`src/rtl/home_time_keeper.sv`:
```
// Time-of-day keeper: divides clk down to 1 s ticks and keeps hh:mm:ss plus day of week.
// Includes a two-state set handshake that validates requested values before loading them.
module home_time_keeper #(
   parameter int unsigned TICKS_PER_SEC = 32768,
   parameter int unsigned PRESCALE_W    = 16
) (
   input  logic       clk,
   input  logic       rst_n,
   input  logic       enable,
   input  logic       set_valid,
   input  logic [4:0] set_hour,
   input  logic [5:0] set_minute,
   input  logic [5:0] set_second,
   input  logic [2:0] set_day,
   output logic       set_ready,
   output logic       set_done,
   output logic       set_error,
   output logic [4:0] hour,
   output logic [5:0] minute,
   output logic [5:0] second,
   output logic [2:0] day_of_week,
   output logic       sec_tick,
   output logic       min_tick,
   output logic       hour_tick,
   output logic       day_tick
);

   localparam logic [PRESCALE_W-1:0] PRESCALE_MAX = PRESCALE_W'(TICKS_PER_SEC - 1);

   typedef enum logic [0:0] {StIdle, StApply} state_e;

   state_e                state_q, state_d;
   logic [PRESCALE_W-1:0] prescale_q, prescale_d;
   logic [4:0]            hour_q, hour_d;
   logic [5:0]            minute_q, minute_d;
   logic [5:0]            second_q, second_d;
   logic [2:0]            day_q, day_d;
   logic [4:0]            hold_hour_q, hold_hour_d;
   logic [5:0]            hold_minute_q, hold_minute_d;
   logic [5:0]            hold_second_q, hold_second_d;
   logic [2:0]            hold_day_q, hold_day_d;
   logic                  sec_tick_q, sec_tick_d;
   logic                  min_tick_q, min_tick_d;
   logic                  hour_tick_q, hour_tick_d;
   logic                  day_tick_q, day_tick_d;
   logic                  set_done_q, set_done_d;
   logic                  set_error_q, set_error_d;

   logic                  sec_wrap, min_wrap, hour_wrap, day_wrap;
   logic [5:0]            second_inc, minute_inc;
   logic [4:0]            hour_inc;
   logic [2:0]            day_inc;
   logic                  hold_legal;

   // Explicit compare-and-wrap for each counter.
   always_comb begin
      sec_wrap   = (second_q == 6'd59);
      min_wrap   = (minute_q == 6'd59);
      hour_wrap  = (hour_q == 5'd23);
      day_wrap   = (day_q == 3'd6);
      second_inc = sec_wrap ? 6'd0 : second_q + 6'd1;
      minute_inc = min_wrap ? 6'd0 : minute_q + 6'd1;
      hour_inc   = hour_wrap ? 5'd0 : hour_q + 5'd1;
      day_inc    = day_wrap ? 3'd0 : day_q + 3'd1;
      hold_legal = (hold_hour_q <= 5'd23) && (hold_minute_q <= 6'd59) &&
                   (hold_second_q <= 6'd59) && (hold_day_q <= 3'd6);
   end

   always_comb begin
      state_d       = state_q;
      prescale_d    = prescale_q;
      hour_d        = hour_q;
      minute_d      = minute_q;
      second_d      = second_q;
      day_d         = day_q;
      hold_hour_d   = hold_hour_q;
      hold_minute_d = hold_minute_q;
      hold_second_d = hold_second_q;
      hold_day_d    = hold_day_q;
      sec_tick_d    = 1'b0;
      min_tick_d    = 1'b0;
      hour_tick_d   = 1'b0;
      day_tick_d    = 1'b0;
      set_done_d    = 1'b0;
      set_error_d   = 1'b0;

      unique case (state_q)
         StIdle: begin
            if (enable) begin
               if (prescale_q == PRESCALE_MAX) begin
                  prescale_d = '0;
                  second_d   = second_inc;
                  sec_tick_d = 1'b1;
                  if (sec_wrap) begin
                     minute_d   = minute_inc;
                     min_tick_d = 1'b1;
                     if (min_wrap) begin
                        hour_d      = hour_inc;
                        hour_tick_d = 1'b1;
                        if (hour_wrap) begin
                           day_d      = day_inc;
                           day_tick_d = 1'b1;
                        end
                     end
                  end
               end else begin
                  prescale_d = prescale_q + PRESCALE_W'(1);
               end
            end
            // Capture is independent of the tick above; both may happen on the same edge.
            if (set_valid) begin
               hold_hour_d   = set_hour;
               hold_minute_d = set_minute;
               hold_second_d = set_second;
               hold_day_d    = set_day;
               state_d       = StApply;
            end
         end
         StApply: begin
            state_d = StIdle;
            if (hold_legal) begin
               hour_d     = hold_hour_q;
               minute_d   = hold_minute_q;
               second_d   = hold_second_q;
               day_d      = hold_day_q;
               prescale_d = '0;
               set_done_d = 1'b1;
            end else begin
               set_error_d = 1'b1;
            end
         end
         default: state_d = StIdle;
      endcase
   end

   always_ff @(posedge clk or negedge rst_n) begin
      if (!rst_n) begin
         state_q       <= StIdle;
         prescale_q    <= '0;
         hour_q        <= '0;
         minute_q      <= '0;
         second_q      <= '0;
         day_q         <= '0;
         hold_hour_q   <= '0;
         hold_minute_q <= '0;
         hold_second_q <= '0;
         hold_day_q    <= '0;
         sec_tick_q    <= 1'b0;
         min_tick_q    <= 1'b0;
         hour_tick_q   <= 1'b0;
         day_tick_q    <= 1'b0;
         set_done_q    <= 1'b0;
         set_error_q   <= 1'b0;
      end else begin
         state_q       <= state_d;
         prescale_q    <= prescale_d;
         hour_q        <= hour_d;
         minute_q      <= minute_d;
         second_q      <= second_d;
         day_q         <= day_d;
         hold_hour_q   <= hold_hour_d;
         hold_minute_q <= hold_minute_d;
         hold_second_q <= hold_second_d;
         hold_day_q    <= hold_day_d;
         sec_tick_q    <= sec_tick_d;
         min_tick_q    <= min_tick_d;
         hour_tick_q   <= hour_tick_d;
         day_tick_q    <= day_tick_d;
         set_done_q    <= set_done_d;
         set_error_q   <= set_error_d;
      end
   end

   assign set_ready   = (state_q == StIdle);
   assign set_done    = set_done_q;
   assign set_error   = set_error_q;
   assign hour        = hour_q;
   assign minute      = minute_q;
   assign second      = second_q;
   assign day_of_week = day_q;
   assign sec_tick    = sec_tick_q;
   assign min_tick    = min_tick_q;
   assign hour_tick   = hour_tick_q;
   assign day_tick    = day_tick_q;

endmodule

```
`config.mk`:
```
export PLATFORM = sky130hd
export DESIGN_NAME = home_time_keeper
export DESIGN_NICKNAME = d
export VERILOG_FILES = /design/src/rtl/home_time_keeper.sv
export SDC_FILE = /design/constraint.sdc
export NUM_CORES = 1
export LEC_CHECK = 0
export BUFFER_PORTS_ARGS = -buffer_cell sky130_fd_sc_hd__buf_4
export CELL_PAD_IN_SITES_DETAIL_PLACEMENT = 2
export CELL_PAD_IN_SITES_GLOBAL_PLACEMENT = 2
export CORE_UTILIZATION = 36
export DETAILED_ROUTE_END_ITERATION = 12
export GPL_TIMING_DRIVEN = 0
export MAX_ROUTING_LAYER = met4
export PLACE_DENSITY_LB_ADDON = 0.1
export SKIP_LAST_GASP = 1
export SYNTH_ARGS = -nofsm -noshare
export SYNTH_HDL_FRONTEND = slang
export SYNTH_SLANG_ARGS = --single-unit
```
`constraint.sdc`:
```
create_clock -name clk -period 2.3 [get_ports clk]
set_input_delay 0.115 -clock clk [delete_from_list [all_inputs] [get_ports clk]]
set_output_delay 0.115 -clock clk [all_outputs]
set_load 0.02 [all_outputs]
```
==> results_dict.tcl <==
set metrics [dict create \
    status "completed" \
    antenna_found_initial 0 \
    ys_types 53 \
    crit_type "flip-flop to flip-flop" \
    power_density_nw_per_um2 947 \
    start_kind "flip-flop" \
    finalSetupTns_ns 0 \
    relSlewSlack_pct 45.2 \
    clockRootBuffer "clkbuf_8" \
    ys_seq_area_share_pct 49.9 \
    maxCapViolCount 0 \
    place_hpwl_mm 6.90 \
    ys.flop_type "dfrtp_1" \
    clk-insertion-delay-late_ns 0.34 \
    fin_cells 488 \
    core_um2 8340 \
    grt_pass1_vias 2930 \
    dr_total_vias 2718 \
    timing.fmax_ghz 0.477 \
    drtPass1Iterations 4 \
    post-route-min-period_ns 2.10 \
    end_kind "flip-flop" \
    synth_warnings 0 \
    drtAntennaViolNets 0 \
    antenna_cells_inserted 0 \
    synth_area_um2 3160 \
    routed_wl_mm 9.70 \
    fin_crit_sh_pct 91.2 \
    htreeDepth 3 \
    worstPathMaxFanout 10 \
    die_area_um2 9150 \
    dp_slack_ns 0.0248 \
    ys_ff_latch 63 \
    overflow 0 \
    remaining_drc_errors 0 \
    synth_fp_nets 334 \
    synth.avg_cell_area_um2 10.3 \
    cts_buffers 9 \
    area_delta_synth_final_pct 25.0 \
    clkSlewWorstSetupHoldPaths_ns 0.08 \
    die_x_um 95.7 \
    cts_sinks 63 \
    grt_max_degree 64 \
    start_util_pct 37.9 \
    synth_edf_count 0 \
    async_reset_ff_share_pct 100 \
    worst_slack_ns 0.202 \
    hp-class "primary input to flip-flop" \
    final-setup-viol-count 0 \
    p_leak_uw 0.00170 \
    hold_viol 0 \
    io_buffers 50 \
    clock_skew_ns 0.0139 \
    tritoncts "yes" \
    slew_viol_final 0 \
    worstHoldStart "set_hour[2]" \
    io-pin-count 51 \
    drtIter0Drc 54 \
    drive_above_1_share_pct 28.7 \
    avgViaCountPerCell 5.57 \
    required_ns 2.52 \
    gp_congestion 0.736 \
    nets 406 \
    cp.arrival_ns 2.32 \
    cts_buffer_depth 2 \
    die_y_um 95.7 \
    timing.rr.start "prescale_q[0]$_DFFE_PN0P_" \
    grt_usage_pct 24.3 \
    syn_inst 306 \
    peakVddDrop_mv 0.385 \
    rows 33 \
    dp.cells 461 \
    crit_start "prescale_q[0]$_DFFE_PN0P_" \
    grt_pass1_wl_mm 15.9 \
    rsz0062_at_grt "no" \
    tightest_slew_ns 0.822 \
    wire_per_inst_um 19.9 \
]
-- repair_timing --
item / in CTS / in global routing
setup buffers: 0 / 2
endpoints found under the setup margin: 1 / 14
resized for setup: 0 / 1
hold buffers: 8 / 1
pin swaps: 1 / 1
endpoints found under the hold margin: 70 / 1
-- worst paths after layout --
check / to / slack [ns] / depth (start not counted)
max: second[1]$_DFFE_PN0P_ / 0.20 / 6
min: hold_hour_q[2]$_DFFE_PN0P_ / 0.003 / 2
max reg2reg: second[1]$_DFFE_PN0P_ / 0.20 / 6
min reg2reg: hold_hour_q[2]$_DFFE_PN0P_ / 0.52 / 1
max in group asynchronous: hold_second_q[0]$_DFFE_PN0P_ / 1.34 / 2
min in group asynchronous: hour[3]$_DFFE_PN0P_ / 0.41 / 2
-- registers in the layout (all words and copies together) (netlist names), 3 cells and up --
| signal | count |
|---|---|
| day_of_week | 3 |
| hold_minute_q | 6 |
| hour | 5 |
| second | 6 |
| hold_hour_q | 5 |
| hold_second_q | 6 |
| hold_day_q | 3 |
| minute | 6 |
| prescale_q | 16 |
-- layer usage --
layer / vias to the layer above / GRT usage (%) / part of all wire [%]
met2: 42 / 41.9 / 53
met4: 0 / 6.59 / 1.1
met1: 1404 / 28.8 / 43
met5: - / - / 0
li1: 1262 / - / -
met3: 10 / 4.63 / 2.7
-- cell usage in the layout, fill, tap and decap left out, types with 2 or more instances in the layout --
cell type       n
nor4_1          3
nor2_1         24
o21ai_0        18
nor2_2          2
a21oi_1        14
xnor2_1        11
nand4_1         9
o31ai_1         5
a22oi_1         2
a31oi_1         2
nand3_1        18
clkbuf_1        3
buf_2           7
clkinv_2        4
and3_1          5
nand2b_1        2
buf_4          52
and2_1          2
ha_1            4
o211ai_1        3
a21o_1          3
inv_1           6
clkbuf_8       10
or3_1           2
nor3_1         10
dfrtp_1        63
nand4b_1        3
nand2_1        26
nor2b_1         2
and4_1          3
dlygate4sd3_1   9
mux2_2         21
o21ai_1         8
-- cells by family after synthesis --
family	after synthesis	synth area share (%)
and+or+nand+nor	122	21.7
AOI/OAI and AO/OA	65	13.4
DFF	63	49.9
muxes	22	7.81
buffers and inverters	19	2.58
xor gates and xnor gates	11	3.05
adders and majority gates	4	1.58
-- power by group --
part	switching, uW	internal (uW)
Combinational	689	527
Clock	452	414
Sequential	311	1340
Total	1450	2280
-- cell usage after synthesis (4+ instances only) --
cell type / count / area, um^2
nand3_1: 18 / 90.1
and3_1: 5 / 31.3
o21ai_0: 18 / 90.1
a21oi_1: 14 / 70.1
nor2_1: 24 / 90.1
mux2_2: 21 / 236
xnor2_1: 11 / 96.3
buf_2: 8 / 40.0
nand2_1: 26 / 97.6
inv_1: 6 / 22.5
ha_1: 4 / 50.1
o31ai_1: 5 / 37.5
nand4_1: 9 / 56.3
o21ai_1: 8 / 40.0
dfrtp_1: 63 / 1580
nor3_1: 10 / 50.1
-- area by class of cell --
class,count,area [um^2]
Multi-Input combinational cell,224,1500
Sequential cell,63,1580
Clock buffer,10,138
Fill cell,903,4390
Tap cell,105,131
Timing Repair Buffer,61,480
Clock inverter,6,36.3
Buffer,12,57.6
Inverter,7,26.3
-- through the flow --
step / utilization, % / hold slack (ns) / power (uW) / area [um^2]
2_1_floorplan: - / -0.181 / 2310 / 3160
3_3_place_gp: 43.9 / 0.272 / 2810 / 3660
3_5_place_dp: 43.9 / 0.276 / 2880 / 3660
4_1_cts: 47.0 / 0.000660 / 3780 / 3920
5_1_grt: 47.3 / 0.00116 / 4000 / 3950
6_report: 47.3 / 0.00334 / 3740 / 3950
-- critical path, stage by stage, from the launching register on --
cell	delay (ns)
dfrtp_1	0.41
ha_1	0.26
nand4_2	0.17
nor4b_4	0.33
a21oi_2	0.22
nor2_2	0.23
mux2_2	0.36
No activity file was read; power rests on OpenSTA's default activity.
